==> src/rtl/reg_list_sequencer.sv <==
// LDM/STM block-transfer sequencer: walks a 16-bit register list, one memory beat per register.
// Optional base writeback is compiled in when REG_SEQ_WRITEBACK_EN is defined.
module reg_list_sequencer #(
    parameter int unsigned ADDR_W = 32,
    parameter int unsigned DATA_W = 32
) (
    input  logic              clock,
    input  logic              reset,
    input  logic              start,
    input  logic [15:0]       reg_list,
    input  logic [ADDR_W-1:0] base_addr,
    input  logic [3:0]        base_reg,
    input  logic              load,
    input  logic              up,
    input  logic              pre,
    input  logic              wback,
    output logic              busy,
    output logic              done,
    output logic              mem_req,
    output logic              mem_we,
    output logic [ADDR_W-1:0] mem_addr,
    output logic [DATA_W-1:0] mem_wdata,
    input  logic [DATA_W-1:0] mem_rdata,
    input  logic              mem_ack,
    output logic [3:0]        rf_read_num,
    input  logic [DATA_W-1:0] rf_read_data,
    output logic              rf_write_en,
    output logic [3:0]        rf_write_num,
    output logic [DATA_W-1:0] rf_write_data
);

    typedef enum logic [1:0] {StIdle, StXfer, StWb, StFin} state_e;

    state_e            state_q, state_d;
    logic [15:0]       list_q, list_d;
    logic [ADDR_W-1:0] addr_q, addr_d;
    logic [ADDR_W-1:0] final_q, final_d;
    logic [3:0]        base_reg_q, base_reg_d;
    logic              load_q, load_d;
    logic              wb_act_q, wb_act_d;
    logic              wen_q, wen_d;
    logic [3:0]        wnum_q, wnum_d;
    logic [DATA_W-1:0] wdata_q, wdata_d;

    logic [4:0]        count;
    logic [ADDR_W-1:0] span;
    logic [3:0]        cur_reg;
    logic              wb_req;

    always_comb begin
        count = '0;
        for (int i = 0; i < 16; i++) begin
            count = count + 5'(reg_list[i]);
        end
    end

    assign span = ADDR_W'({count, 2'b00});

    // Lowest set bit of the remaining list is the register serviced by the current beat.
    always_comb begin
        cur_reg = '0;
        for (int i = 15; i >= 0; i--) begin
            if (list_q[i]) begin
                cur_reg = 4'(i);
            end
        end
    end

`ifdef REG_SEQ_WRITEBACK_EN
    // A loaded base register takes precedence over the computed writeback value.
    assign wb_req = wback && (count != 5'd0) && !(load && reg_list[base_reg]);
`else
    logic unused_wback;
    assign unused_wback = wback;
    assign wb_req       = 1'b0;
`endif

    always_comb begin
        state_d    = state_q;
        list_d     = list_q;
        addr_d     = addr_q;
        final_d    = final_q;
        base_reg_d = base_reg_q;
        load_d     = load_q;
        wb_act_d   = wb_act_q;
        wen_d      = 1'b0;
        wnum_d     = wnum_q;
        wdata_d    = wdata_q;
        unique case (state_q)
            StIdle: begin
                if (start) begin
                    list_d     = reg_list;
                    base_reg_d = base_reg;
                    load_d     = load;
                    wb_act_d   = wb_req;
                    final_d    = up ? base_addr + span : base_addr - span;
                    if (up) begin
                        addr_d = pre ? base_addr + ADDR_W'(4) : base_addr;
                    end else begin
                        addr_d = pre ? base_addr - span : base_addr - span + ADDR_W'(4);
                    end
                    state_d = (count == 5'd0) ? StWb : StXfer;
                end
            end
            StXfer: begin
                if (mem_ack) begin
                    list_d = list_q & (list_q - 16'd1);
                    addr_d = addr_q + ADDR_W'(4);
                    if (load_q) begin
                        wen_d   = 1'b1;
                        wnum_d  = cur_reg;
                        wdata_d = mem_rdata;
                    end
                    if (list_d == 16'd0) begin
                        state_d = StWb;
                    end
                end
            end
            StWb: begin
                state_d = StFin;
                if (wb_act_q) begin
                    wen_d   = 1'b1;
                    wnum_d  = base_reg_q;
                    wdata_d = final_q;
                end
            end
            StFin: begin
                state_d = StIdle;
            end
            default: begin
                state_d = StIdle;
            end
        endcase
    end

    always_ff @(posedge clock) begin
        if (!reset) begin
            state_q    <= StIdle;
            list_q     <= '0;
            addr_q     <= '0;
            final_q    <= '0;
            base_reg_q <= '0;
            load_q     <= 1'b0;
            wb_act_q   <= 1'b0;
            wen_q      <= 1'b0;
            wnum_q     <= '0;
            wdata_q    <= '0;
        end else begin
            state_q    <= state_d;
            list_q     <= list_d;
            addr_q     <= addr_d;
            final_q    <= final_d;
            base_reg_q <= base_reg_d;
            load_q     <= load_d;
            wb_act_q   <= wb_act_d;
            wen_q      <= wen_d;
            wnum_q     <= wnum_d;
            wdata_q    <= wdata_d;
        end
    end

    assign busy          = (state_q == StXfer) || (state_q == StWb);
    assign done          = (state_q == StFin);
    assign mem_req       = (state_q == StXfer);
    assign mem_we        = mem_req && !load_q;
    assign mem_addr      = addr_q;
    assign mem_wdata     = rf_read_data;
    assign rf_read_num   = cur_reg;
    assign rf_write_en   = wen_q;
    assign rf_write_num  = wnum_q;
    assign rf_write_data = wdata_q;

endmodule

==> config.mk <==
export PLATFORM = sky130hd
export DESIGN_NAME = reg_list_sequencer
export DESIGN_NICKNAME = d
export VERILOG_FILES = /design/src/rtl/reg_list_sequencer.sv
export SDC_FILE = /design/constraint.sdc
export NUM_CORES = 1
export LEC_CHECK = 0
export ABC_AREA = 1
export CAP_MARGIN = 20
export CORE_UTILIZATION = 50
export DETAILED_ROUTE_END_ITERATION = 10
export PLACE_DENSITY = 0.84
export SYNTH_ARGS = -nofsm -noshare
export SYNTH_HDL_FRONTEND = slang
export SYNTH_SLANG_ARGS = --single-unit
==> constraint.sdc <==
create_clock -name clock -period 12 [get_ports clock]
set_clock_uncertainty 0.2 [all_clocks]
set_input_delay 3.6 -clock clock [delete_from_list [all_inputs] [get_ports clock]]
set_output_delay 3.6 -clock clock [all_outputs]
set_load 0.01 [all_outputs]
==> results by group <==
STA
  • # setup viols final: 0
  • Slew Viols, Final: 0
  • Fin crit period: 9.821 ns
  • Fmax: between 100 and 150 MHz
  • TNS Setup: 0 ns
  • Worst rel slew slack: 29.42%
  • Fin crit share: roughly four fifths
  • WHS: 0.2677 ns
  • RSZ-0062 raised after global routing: false
  • Final Hold Viols: 0
  • Least-Margin Pin Slew: 1.057 ns

Placement
  • Global placer's final weighted congestion: 0.9437
  • Dpl cells: 1607
  • DPL Wire Length: roughly 18 mm
  • I/O Buffers: 163

Logic synthesis
  • Synthesized area per cell: 6.134 um2
  • Post-synthesis instance total: 1306
  • Yosys top cell by area: dfxtp_1
  • Top post-synthesis cells by area: dfxtp_1 22%, nand2_1 11%, nor2_1 8.9%, inv_1 8.7%, o21ai_0 6.7%
  • Top post-synthesis cells by count: 233 x nand2_1, 190 x nor2_1, 185 x inv_1, 107 x o21ai_0, 89 x nand3_1
  • Synth warn: 0
  • Async set-reset flop share out of synthesis: 0%
  • Seq/Total Area, Yosys: 21.99%
  • Most common cell in the netlist: nand2_1
  • Dominant synthesized flop cell: dfxtp_1
  • Post-synth cell types: 49
  • Synth Register Bits: 88
  • Syn Nets: 1458
  • Post-Syn Area: between 8000 and 9000 um2
  • EDFF count, synth: 0
  • Yosys top cell area share: a little over a fifth

Setup path
  • Cell mode on critical path: nand2_1
  • Worst EP arrival: roughly 10 ns
  • Kind of critical path: input port to register
  • Startpoint Class: input port
  • Crit path capture type: register
  • Buf/Inv on CP: 6
  • Critical path peak fanout: 5
  • Critical Path RT: 12.03 ns
  • CP top delay family: adder cells
  • CP max-delay cell: fa_1
  • Crit-path max cell delay: ~0.54 ns

Routing
  • Initial drt markers: about 1000
  • Post-DRT Antenna Nets: 0
  • Final WL: between 20 and 25 mm
  • Detailed Routing Iterations Pass 1: 5
  • DRC viols: 0
  • Drt wl/cell: 15.03 um
  • Avg Vias per Cell: roughly 5.5
  • Via count: 8905

Floorplan
  • Die width: approximately 130 um
  • Core area: 15430 um2
  • Die area: between 15000 and 20000 um2
  • Die Y: 128.6 um
  • Initial core utilization: just over 50%
  • Boundary Pins: ~230
  • Site row count: 45

CTS
  • Htree depth: 3
  • TritonCTS Buffers: 9
  • Clock Tree Root: clkbuf_16
  • CTS tree: yes
  • Post-CTS resize count: 0
  • Clk pin slew, worst setup/hold paths: 0.06 ns
  • Post-CTS Setup Inserts: 0
  • Skew-Pair Late Insertion Delay: 0.34 ns
  • Worst-case clock buffer depth: 2
  • Hold Buf Count CTS: 0
  • # clock sinks: 88

Cells and area
  • Area growth, synth to finish: 22.79%
  • Antenna cells: 0
  • # fillers: 1454
  • Nets: 1559
  • Post-Layout Cell Count: 1623
  • Share of layout cells above drive strength 1: under 10%

Global route
  • Grt total ovfl: 0
  • Largest net degree at the start of global routing: 65
  • Initial antenna violation count: 0
  • Vias in the first global route: 7847
  • First-pass GRT wire length: 38.75 mm
  • GRT Overall Usage: 29.15%

Hold path
  • Hold Path Class: register to register

Pwr
  • Max VDD drop: 0.0002019 V
  • Power Density: approximately 230 nW/um2
  • Leak Pwr: roughly 4.2 nW

Job
  • Max Cap Viol: 0

Outcome
  • Outcome: completed
cell families (layout without fill, tap and decap cells):
family | count (synthesis) | in the layout | synth area share (%)
xor gates and xnor gates | 35 | 35 | 4.154
AOI/OAI and AO/OA | 250 | 250 | 17.35
and+or+nand+nor | 636 | 636 | 36.84
adders and majority gates | 28 | 28 | 5.404
DFF | 88 | 88 | 21.99
buffers and inverters | 269 | 375 | 14.26
path summary, 6_finish.rpt:
path | startpoint | endpoint | slack, ns | depth (start not counted)
worst min-delay path | load_q | rf_write_en | 0.27 | 2
worst max register to register | state_q[1] | rf_write_data[18] | 8.35 | 10
worst max-delay path | reg_list[5] | mem_addr[21] | 2.18 | 33
worst min register to register | load_q | rf_write_en | 0.27 | 2
final cells by class:
type / count / area (um2) / area share, %
well taps: 211 / 264.0 / 2.684
flip-flops and latches: 88 / 1762 / 17.91
multi-input cells: 949 / 5120 / 52.05
inverters: 189 / 709.4 / 7.212
clock buffers: 9 / 225.2 / 2.289
repair buffers: 170 / 1684 / 17.12
clock inverters: 7 / 72.57 / 0.7377
stage by stage:
stage	setup WS, ns	total power, W	utilization [%]	instance area, um2
floorplan	3.101	0.001436	-	8011
global placement	2.077	0.001896	61.83	9539
detailed placement	1.914	0.001926	61.83	9539
CTS	2.244	0.002217	63.76	9837
global route	1.817	0.002411	63.76	9837
finish	2.179	0.002225	63.76	9837
report_power, final:
part           leakage [nW]  internal (W)  switching [W]
combinational          3.35      0.000557       0.000872
sequential            0.726      0.000411       0.000103
clock                 0.141      0.000161       0.000120
total                  4.21       0.00113        0.00110
sequential cells by signal, summed over array words and instances, names as in the netlist:
signal / cells
state_q: 2
rf_write_data: 32
mem_addr: 32
rf_write_en: 1
list_q: 16
load_q: 1
rf_write_num: 4
cell usage in the layout (no fill, tap or decap), types with 4 or more instances in the layout:
cell type        instances
ha_1                    17
fa_1                    11
dfxtp_1                 88
clkbuf_16                9
or2_2                    5
nand3_2                  6
buf_4                    7
a21oi_2                  6
nand3_1                 89
nor2_1                 190
nor2_4                   5
a221oi_1                13
xor2_1                  26
a21oi_1                 86
xnor2_1                  7
nand2_1                233
o21ai_0                107
o211ai_1                 5
nand4_1                 30
nor4_1                  12
inv_1                  184
nand3_4                  4
nor3_1                  26
nor2_2                  12
a31oi_1                 16
nand2_2                 10
clkdlybuf4s50_1        163
routing by layer:
metal | routed length (um) | track usage [%] | up-vias
li1 | - | - | 4448
met3 | 1591 | 3.909 | 52
met4 | 614 | 9.827 | 0
met1 | 10640 | 39.22 | 4081
met2 | 11550 | 48.01 | 324
met5 | 0 | 0 | -
worst min-delay path: stages, from the launching register on:
cell and delay [ns]:
dfxtp_1 0.31, inv_1 0.07, nor2_1 0.04
Power figures use the tool's default switching activity.
